===== config.mk =====
export PLATFORM = sky130hd
export DESIGN_NAME = ex_ma_stage
export DESIGN_NICKNAME = d
export VERILOG_FILES = /design/src/rtl/simplerisc_pkg.sv /design/src/rtl/event_counter.sv /design/src/rtl/ex_ma_stage.sv
export SDC_FILE = /design/constraint.sdc
export NUM_CORES = 1
export LEC_CHECK = 0
export CAP_MARGIN = 10
export CORE_ASPECT_RATIO = 2
export CORE_MARGIN = 5
export CORE_UTILIZATION = 44
export DETAILED_ROUTE_END_ITERATION = 10
export PLACE_DENSITY_LB_ADDON = 0.15
export SETUP_SLACK_MARGIN = 0.5
export SKIP_CTS_REPAIR_TIMING = 1
export SLEW_MARGIN = 10
export SYNTH_ARGS = -nofsm -noshare
export SYNTH_HDL_FRONTEND = slang
export SYNTH_SLANG_ARGS = --single-unit

===== constraint.sdc =====
create_clock -name clk -period 2.4 [get_ports clk]
set_input_delay 0.48 -clock clk [delete_from_list [all_inputs] [get_ports clk]]
set_output_delay 0.48 -clock clk [all_outputs]
set_load 0.005 [all_outputs]

===== src/rtl/simplerisc_pkg.sv =====
// Shared SimpleRisc definitions: opcode encodings, link register index and flag bit positions.
package simplerisc_pkg;

   localparam logic [4:0] OP_ADD  = 5'b00000;
   localparam logic [4:0] OP_SUB  = 5'b00001;
   localparam logic [4:0] OP_MUL  = 5'b00010;
   localparam logic [4:0] OP_DIV  = 5'b00011;
   localparam logic [4:0] OP_MOD  = 5'b00100;
   localparam logic [4:0] OP_CMP  = 5'b00101;
   localparam logic [4:0] OP_AND  = 5'b00110;
   localparam logic [4:0] OP_OR   = 5'b00111;
   localparam logic [4:0] OP_NOT  = 5'b01000;
   localparam logic [4:0] OP_MOV  = 5'b01001;
   localparam logic [4:0] OP_LSL  = 5'b01010;
   localparam logic [4:0] OP_LSR  = 5'b01011;
   localparam logic [4:0] OP_ASR  = 5'b01100;
   localparam logic [4:0] OP_NOP  = 5'b01101;
   localparam logic [4:0] OP_LD   = 5'b01110;
   localparam logic [4:0] OP_ST   = 5'b01111;
   localparam logic [4:0] OP_BEQ  = 5'b10000;
   localparam logic [4:0] OP_BGT  = 5'b10001;
   localparam logic [4:0] OP_B    = 5'b10010;
   localparam logic [4:0] OP_CALL = 5'b10011;
   localparam logic [4:0] OP_RET  = 5'b10100;

   localparam int RA_IDX  = 15;
   localparam int FLAG_GT = 1;
   localparam int FLAG_E  = 0;

endpackage


===== src/rtl/event_counter.sv =====
// Free-running event counter; increments once per cycle with inc high and wraps at 2^CNT_W.
module event_counter #(
   parameter int CNT_W = 32
) (
   input  logic             clk,
   input  logic             rst_n,
   input  logic             inc,
   output logic [CNT_W-1:0] count
);

   // NOTE: sequential state uses non-blocking assignments so every register samples pre-edge values.
   always_ff @(posedge clk or negedge rst_n) begin
      if (!rst_n) begin
         count <= '0;
      end else if (inc) begin
         count <= count + CNT_W'(1);
      end
   end

endmodule


===== src/rtl/ex_ma_stage.sv =====
// SimpleRisc EX/MA pipeline register: owns the flags register, resolves branches, issues a
// one-cycle redirect that kills the wrong-path instruction behind it, and counts retirements.
module ex_ma_stage
   import simplerisc_pkg::*;
#(
   parameter int DATA_W = 32,
   parameter int PC_W   = 32,
   parameter int RD_W   = 4,
   parameter int CNT_W  = 32
) (
   input  logic              clk,
   input  logic              rst_n,

   input  logic              in_valid,
   output logic              in_ready,
   input  logic [4:0]        in_opcode,
   input  logic [PC_W-1:0]   in_pc,
   input  logic [DATA_W-1:0] in_alu_result,
   input  logic [1:0]        in_alu_flags,
   input  logic [DATA_W-1:0] in_op1,
   input  logic [DATA_W-1:0] in_op2,
   input  logic [PC_W-1:0]   in_target,
   input  logic [RD_W-1:0]   in_rd,
   input  logic              in_is_wb,

   output logic              out_valid,
   input  logic              out_ready,
   output logic [4:0]        out_opcode,
   output logic [PC_W-1:0]   out_pc,
   output logic [DATA_W-1:0] out_result,
   output logic [DATA_W-1:0] out_store_data,
   output logic [RD_W-1:0]   out_rd,
   output logic              out_is_wb,

   output logic [1:0]        flags,
   output logic              branch_taken,
   output logic [PC_W-1:0]   branch_pc,
   output logic [CNT_W-1:0]  retired_cnt,
   output logic [CNT_W-1:0]  taken_cnt
);

   logic            fire;
   logic            accept;
   logic            br_cond;
   logic            br_take;
   logic [PC_W-1:0] br_target;

   assign in_ready = ~out_valid | out_ready;
   assign fire     = in_valid & in_ready;
   // The instruction arriving while a redirect is out is on the wrong path and is dropped.
   assign accept   = fire & ~branch_taken;
   assign br_take  = accept & br_cond;

   // NOTE: every always_comb output gets a default first so no path can infer a latch.
   always_comb begin
      br_cond   = 1'b0;
      br_target = in_target;
      case (in_opcode)
         OP_BEQ:  br_cond = flags[FLAG_E];
         OP_BGT:  br_cond = flags[FLAG_GT];
         OP_B,
         OP_CALL: br_cond = 1'b1;
         OP_RET: begin
            br_cond   = 1'b1;
            br_target = in_op1[PC_W-1:0];
         end
         default: br_cond = 1'b0;
      endcase
   end

   always_ff @(posedge clk or negedge rst_n) begin
      if (!rst_n) begin
         out_valid      <= 1'b0;
         out_opcode     <= '0;
         out_pc         <= '0;
         out_result     <= '0;
         out_store_data <= '0;
         out_rd         <= '0;
         out_is_wb      <= 1'b0;
         flags          <= 2'b00;
         branch_taken   <= 1'b0;
         branch_pc      <= '0;
      end else begin
         branch_taken <= br_take;
         if (br_take) begin
            branch_pc <= br_target;
         end

         if (accept) begin
            out_valid      <= 1'b1;
            out_opcode     <= in_opcode;
            out_pc         <= in_pc;
            out_store_data <= in_op2;
            if (in_opcode == OP_CALL) begin
               out_result <= DATA_W'(in_pc + PC_W'(4));
               out_rd     <= RD_W'(RA_IDX);
               out_is_wb  <= 1'b1;
            end else begin
               out_result <= in_alu_result;
               out_rd     <= in_rd;
               out_is_wb  <= in_is_wb & (in_opcode != OP_NOP);
            end
            if (in_opcode == OP_CMP) begin
               flags <= in_alu_flags;
            end
         end else if (out_ready) begin
            out_valid <= 1'b0;
         end
      end
   end

   event_counter #(.CNT_W(CNT_W)) u_retired_cnt (
      .clk   (clk),
      .rst_n (rst_n),
      .inc   (accept),
      .count (retired_cnt)
   );

   event_counter #(.CNT_W(CNT_W)) u_taken_cnt (
      .clk   (clk),
      .rst_n (rst_n),
      .inc   (br_take),
      .count (taken_cnt)
   );

endmodule

==> flow_summary.toml, run 1 <==
[timing]
max_freq_mhz = 476.2
finalWorstSetupSlack_ps = 300.1
finalCriticalPeriod_ps = 2100
clock_skew_ps = 16.12
worstMarginPinSlew_ps = 535.0
rsz0062_at_grt = "true"
setup_viol = 0
timing.final.crit_share_pct = 87.49
timing.final.hold_violations = 0
drv_slew = 0
relSlewSlack_pct = 64.33
hold_ws_ps = 355.1

[detailed_routing]
wl_met1_um = 11620
via_per_inst = 5.216
routed.top_layer = "met4"
met2_length_um = 18660
vias = 9305
drtPass1Iterations = 7
wl_um = 34590
drt-initial-drc-count = 512
wl_met3_um = 2865
ant_nets = 0
drc = 0
wl_per_cell_um = 19.39

[critical_path]
path_class = "in -> reg"
timing.rr.start = "out_valid$_DFFE_PN0P_"
cp-startpoint = "in_opcode[2]"
worstPathArrival_ps = 2510
start_kind = "input pin"
cp-end-kind = "flop"
cpLargestDelayFamily = "buffers and inverters"
critPathSlowestCell = "clkdlybuf4s50_1"
required_ps = 2810
critPathBufInv = 3
cp_max_fo = 7
cp_slowest_stage_delay_ps = 440
crit_path_cell_trace = "clkdlybuf4s50_1 -> o21a_1 -> a2111oi_4 -> buf_4 -> nand4_4 -> buf_12 -> nor4_4 -> xor2_1"

[layout]
n_fill_cell = 1399
multi_input_area_um2 = 4358
seqCellArea_um2 = 5180
nets = 1680
drive_above_1_share_pct = 18.43
syn_to_final_growth_pct = 72.80
final_cells = 1784

[logic_synthesis]
synth_top_area_share_pct = 55.01
syn_area_um2 = 9371
avgSynthCellArea_um2 = 9.553
async_flop_share_pct = 100.0
syn_inst = 981
synth_edf_count = 0
synth_top_area_cell = "dfrtp_1"
synth_seq_cells = 206
synth_nets = 1160
ys_types = 48
ys_top_cells_by_area = "dfrtp_1 (55%), nand2_1 (12%), xnor2_1 (4.4%)"
synth_warnings = 0
ys_seq_area_share_pct = 55.01
ys.flop_type = "dfrtp_1"

[floorplanning]
fp.dieArea_um2 = 24490
core_area_um2 = 21020
ios = 383
die_h_um = 216.4
floorplan.rows = 75
start_util_pct = 44.58
die-width_um = 113.2

[cts]
cts_root_buf = "clkbuf_16"
clock_latency_ps = 510
clk_pin_slew_worst_paths_ps = 70
cts_tree = "built"
numCtsBuffers = 20
clockBufferDepth = 3
h-tree-depth = 1
cts.sink_count = 206

[global_route]
antenna_found_initial = 1
grt_max_degree = 63
grt_pass1_wl_um = 48310
grt_pass1_vias = 8931
grt.total_usage_pct = 24.82
overflow = 0

[worst_hold_path]
min_from = "in_pc[11]"
hold_path.class = "in -> reg"

[placement]
pre_cts_ws_ps = -189.6
gp_congestion = 0.8443
placed_cells = 1660
dpl.hpwl_um = 23850
io_buffers = 382

[pwr]
peakVddDrop_mv = 0.7364
p_leak_nw = 8.907
power.share.sequential_pct = 43.0
swShare_pct = 27.27
p_clk_share_pct = 32.1
p_switching_mw = 2.719
pwr-share-comb_pct = 25.0
p_int_mw = 7.250
p_per_area_nw_per_um2 = 615.6

[job]
drv_cap = 0

[status]
status = "complete, no violations"
==> cell usage in the layout, fill, tap and decap left out, types with 25 or more instances in the layout <==
master           count
o21ai_0             65
clkbuf_16           25
xnor2_1             46
buf_4              143
xor2_1              34
mux2i_1             32
nor2_1              33
nand2_1            296
clkdlybuf4s50_1    263
nand3_1             35
dlymetal6s2s_1     118
dfrtp_1            186
==> final cells by class <==
type                            count  share of cell area, %
Multi-Input combinational cell    711                  26.91
Tap cell                          269                  2.078
Inverter                           15                 0.3477
Timing Repair Buffer              547                  34.64
Sequential cell                   206                  31.99
Antenna cell                        1                0.01545
Clock buffer                       27                  3.569
Clock inverter                      8                 0.4481
==> sequential cells by signal, indices dropped and copies added (netlist names) <==
register and cells:
branch_pc 32, out_is_wb 1, flags 2, out_store_data 32
out_pc 32, out_valid 1, out_rd 4, branch_taken 1
out_opcode 5, u_taken_cnt.count 32, out_result 32, u_retired_cnt.count 32
==> power by group through the flow <==
stage               combinational, mW  sequential, mW  clock, mW
floorplan                       0.604            4.35          0
global placement                 2.33            4.35          0
detailed placement               2.36            4.37          0
CTS                              2.37            4.31       3.25
global route                     2.70            4.35       3.39
finish                           2.49            4.28       3.20
==> Yosys cell counts, drive strengths merged, types with 5 or more instances <==
cell / n
nand2: 299
dfrtp: 206
o21ai: 72
xnor2: 47
nor2: 39
nand3: 36
xor2: 35
mux2i: 33
clkbuf: 30
nand4: 22
nor4: 22
buf: 19
nor3: 18
inv: 15
a21oi: 12
and3: 10
a31oi: 9
and4: 8
o22ai: 8
or3: 6
a21o: 5
==> final timing paths <==
path                                                      endpoint  slack (ps)  cells past startpoint
worst min register to register   u_taken_cnt.count[31]$_DFFE_PN0P_         460                      1
worst max-delay path             u_taken_cnt.count[26]$_DFFE_PN0P_         300                      8
worst min-delay path                        out_pc[11]$_DFFE_PN0P_         360                      4
worst max register to register   u_taken_cnt.count[26]$_DFFE_PN0P_         300                      8
max in group asynchronous       u_retired_cnt.count[4]$_DFFE_PN0P_        1180                      3
min in group asynchronous                branch_pc[27]$_DFFE_PN0P_         460                      2
==> per-stage QoR <==
step	instance area, µm²	TNS, ps	utilization, %	total power [mW]
after global routing	16190	0	77.04	10.44
after floorplan	9371	0	-	4.959
after detailed placement	14100	-3313	67.10	6.726
final	16190	0	77.04	9.969
after CTS	14760	-162.3	70.20	9.939
after global placement	14100	-1635	67.10	6.681
==> worst register-to-register path: stages (launching register included) <==
cell and delay (ps):
dfrtp_1 420, nor2b_4 170, buf_6 120, a2111oi_4 290, buf_4 200, nand4_4 150
buf_12 190, nor4_4 240, xor2_1 250
==> cells by family after synthesis <==
kind of cell | after synthesis | share of synthesized area, %
AO/OA/AOI/OAI | 115 | 6.996
XOR/XNOR | 82 | 7.663
adder cells (fa/ha/maj) | 3 | 0.4006
buffers and inverters | 64 | 2.790
flip-flops | 206 | 55.01
multiplexers | 35 | 3.765
AND/OR/NAND/NOR | 476 | 23.38
==> metal layers <==
metal / vias to the layer above / track usage (%)
li1: 4334 / -
met5: - / 0
met2: 402 / 45.96
met1: 4487 / 26.21
met3: 82 / 7.089
met4: 0 / 9.186
Note: power is estimated with default switching activity, not from simulation.
==> run 2: changes to the inputs <==
--- a/config.mk
+++ b/config.mk
@@ -12,7 +12,6 @@
 export DETAILED_ROUTE_END_ITERATION = 10
 export PLACE_DENSITY_LB_ADDON = 0.15
 export SETUP_SLACK_MARGIN = 0.5
-export SKIP_CTS_REPAIR_TIMING = 1
 export SLEW_MARGIN = 10
 export SYNTH_ARGS = -nofsm -noshare
 export SYNTH_HDL_FRONTEND = slang
==> run 2 against run 1 <==
Effect of this change: via count is 1.1% lower; register-to-register slack better by 210 ps; combinational power hardly changed; largest power group unchanged.
==> flow_summary.toml, run 2 (synthesis gave the netlist of run 1 again) <==
[cts]
clockBufferDepth = 3
numCtsBuffers = 20
clk_pin_slew_worst_paths_ps = 70
cts_root_buf = "clkbuf_16"
h-tree-depth = 1
cts.sink_count = 206
cts_tree = "built"
clock_latency_ps = 510

[floorplanning]
die-width_um = 113.2
start_util_pct = 44.58
core_area_um2 = 21020
ios = 383
floorplan.rows = 75
die_h_um = 216.4
fp.dieArea_um2 = 24490

[pwr]
peakVddDrop_mv = 0.7328
p_total_mw = 9.930
p_per_area_nw_per_um2 = 631.1
p_leak_nw = 8.024
swShare_pct = 27.42
power.share.sequential_pct = 42.9
p_clk_share_pct = 32.2
p_switching_mw = 2.723
pwr-share-comb_pct = 24.9
p_int_mw = 7.207

[detailed_routing]
drtPass1Iterations = 5
drc = 0
ant_nets = 0
wl_um = 34130
wl_per_cell_um = 19.33
via_per_inst = 5.210
drt-initial-drc-count = 445
vias = 9201

[worst_hold_path]
holdPathEnd = "out_pc[11]$_DFFE_PN0P_"
hold_depth = 4
hold_path.class = "in -> reg"
min_from = "in_pc[11]"

[global_route]
use_met2_pct = 48.08
grt_use_met3_pct = 6.977
grt_pass1_vias = 9358
grt_max_degree = 63
overflow = 0
antenna_found_initial = 3
grt_use_met1_pct = 27.22
top_usage_layer = "met2"
grt_pass1_wl_um = 50610
grt.total_usage_pct = 26.14

[critical_path]
timing.rr.start = "out_valid$_DFFE_PN0P_"
cp_slowest_stage_delay_ps = 430
start_kind = "flop"
critPathSlowestCell = "dfrtp_1"
cp_max_fo = 6
r2r_slack_ps = 510
critPathBufInv = 3
r2r_end = "u_taken_cnt.count[25]$_DFFE_PN0P_"
worstPathArrival_ps = 2300
required_ps = 2820
path_class = "reg -> reg"
r2r.worst_path.cells = 8
cp-end-kind = "flop"
cpLargestDelayFamily = "buffers and inverters"
crit_path_cell_trace = "nor2b_4 -> buf_6 -> a2111oi_4 -> buf_4 -> nand4_4 -> buf_12 -> nor4_4 -> xor2_1"

[timing]
setup_viol = 0
finalCriticalPeriod_ps = 1887
drv_slew = 0
timing.final.hold_violations = 0
finalWorstSetupSlack_ps = 512.8
max_freq_mhz = 529.9
timing.final.crit_share_pct = 78.63
clock_skew_ps = 13.64
relSlewSlack_pct = 72.92
worstMarginPinSlew_ps = 406.2
rsz0062_at_grt = "true"
setup_tns_ps = 0

[layout]
n_fill_cell = 1474
final_cell_mix = "nand2_1 (296), clkdlybuf4s50_1 (267), dfrtp_1 (196), buf_4 (123), o21ai_0 (71)"
layout_commonest_cell = "nand2_1"
nets = 1660
multi_input_area_um2 = 4297
seqCellArea_um2 = 5167
drive_above_1_share_pct = 16.40
syn_to_final_growth_pct = 67.90

[placement]
gp_congestion = 0.8443
pre_cts_ws_ps = -189.6
dpl.hpwl_um = 23850
io_buffers = 382

[status]
status = "complete, no violations"

[job]
drv_cap = 0
[run 2: cell types whose count changed in the layout (fill, tap and decap cells not counted), moves of 6 or more]
cell            delta
o21ai_1            -6
dfrtp_1           +10
o21ai_0            +6
buf_4             -20
dlygate4sd2_1     +59
dfrtp_2           -10
dlymetal6s2s_1    -64
[run 2: power by group through the flow]
stage                     clock [mW]  combinational (mW)  sequential (mW)
after global routing            3.40                2.68             4.33
after detailed placement           0                2.36             4.37
final                           3.20                2.47             4.26
after CTS                       3.25                2.47             4.27
after global placement             0                2.33             4.35
after floorplan                    0               0.604             4.35
[run 2: worst max-delay path by stage]
stage / startpoint / to / slack [ps] / depth (start not counted)
floorplan: in_opcode[3] / branch_pc[25]$_DFFE_PN0P_ / 560 / 6
global placement: in_opcode[0] / u_taken_cnt.count[23]$_DFFE_PN0P_ / -140 / 7
detailed placement: in_opcode[0] / u_taken_cnt.count[28]$_DFFE_PN0P_ / -190 / 7
CTS: out_valid$_DFFE_PN0P_ / in_ready / 410 / 3
global route: u_retired_cnt.count[12]$_DFFE_PN0P_ / u_retired_cnt.count[28]$_DFFE_PN0P_ / 430 / 6
finish: out_valid$_DFFE_PN0P_ / u_taken_cnt.count[25]$_DFFE_PN0P_ / 510 / 8
[run 2: tightest hold or removal path, cell delays in order]
cell and delay, ps:
dlymetal6s2s_1 110, buf_4 140, nand2_1 50, nand2_1 50
[run 2: per-layer routing]
layer,part of all wire (%),wire [µm]
met1,33,11410
met2,53,18080
met5,0,0
met4,5.0,1691
met3,8.6,2942
[run 2: stage by stage]
stage	cell area (µm²)	cells	hold slack (ps)	util, %
4_1_cts	15260	1746	454.3	72.61
2_1_floorplan	9371	981	184.4	-
6_report	15740	1766	351.4	74.86
3_3_place_gp	14100	1660	384.6	67.10
3_5_place_dp	14100	1660	386.7	67.10
5_1_grt	15740	1766	357.4	74.86
[run 2: final cells by class]
cell class	instances	area share [%]
Multi-Input combinational cell	711	27.31
Inverter	15	0.3578
Sequential cell	206	32.84
Clock buffer	27	3.674
Clock inverter	8	0.4612
Antenna cell	3	0.04771
Timing Repair Buffer	527	33.17
Tap cell	269	2.139
[run 2: what timing repair did]
item	CTS	global route
endpoints found under the hold margin	35	0
endpoints found under the setup margin	137	111
pin swaps	6	26
buffers inserted	48	15
resized for setup	101	88
hold buffers	1	0
cloned	2	2
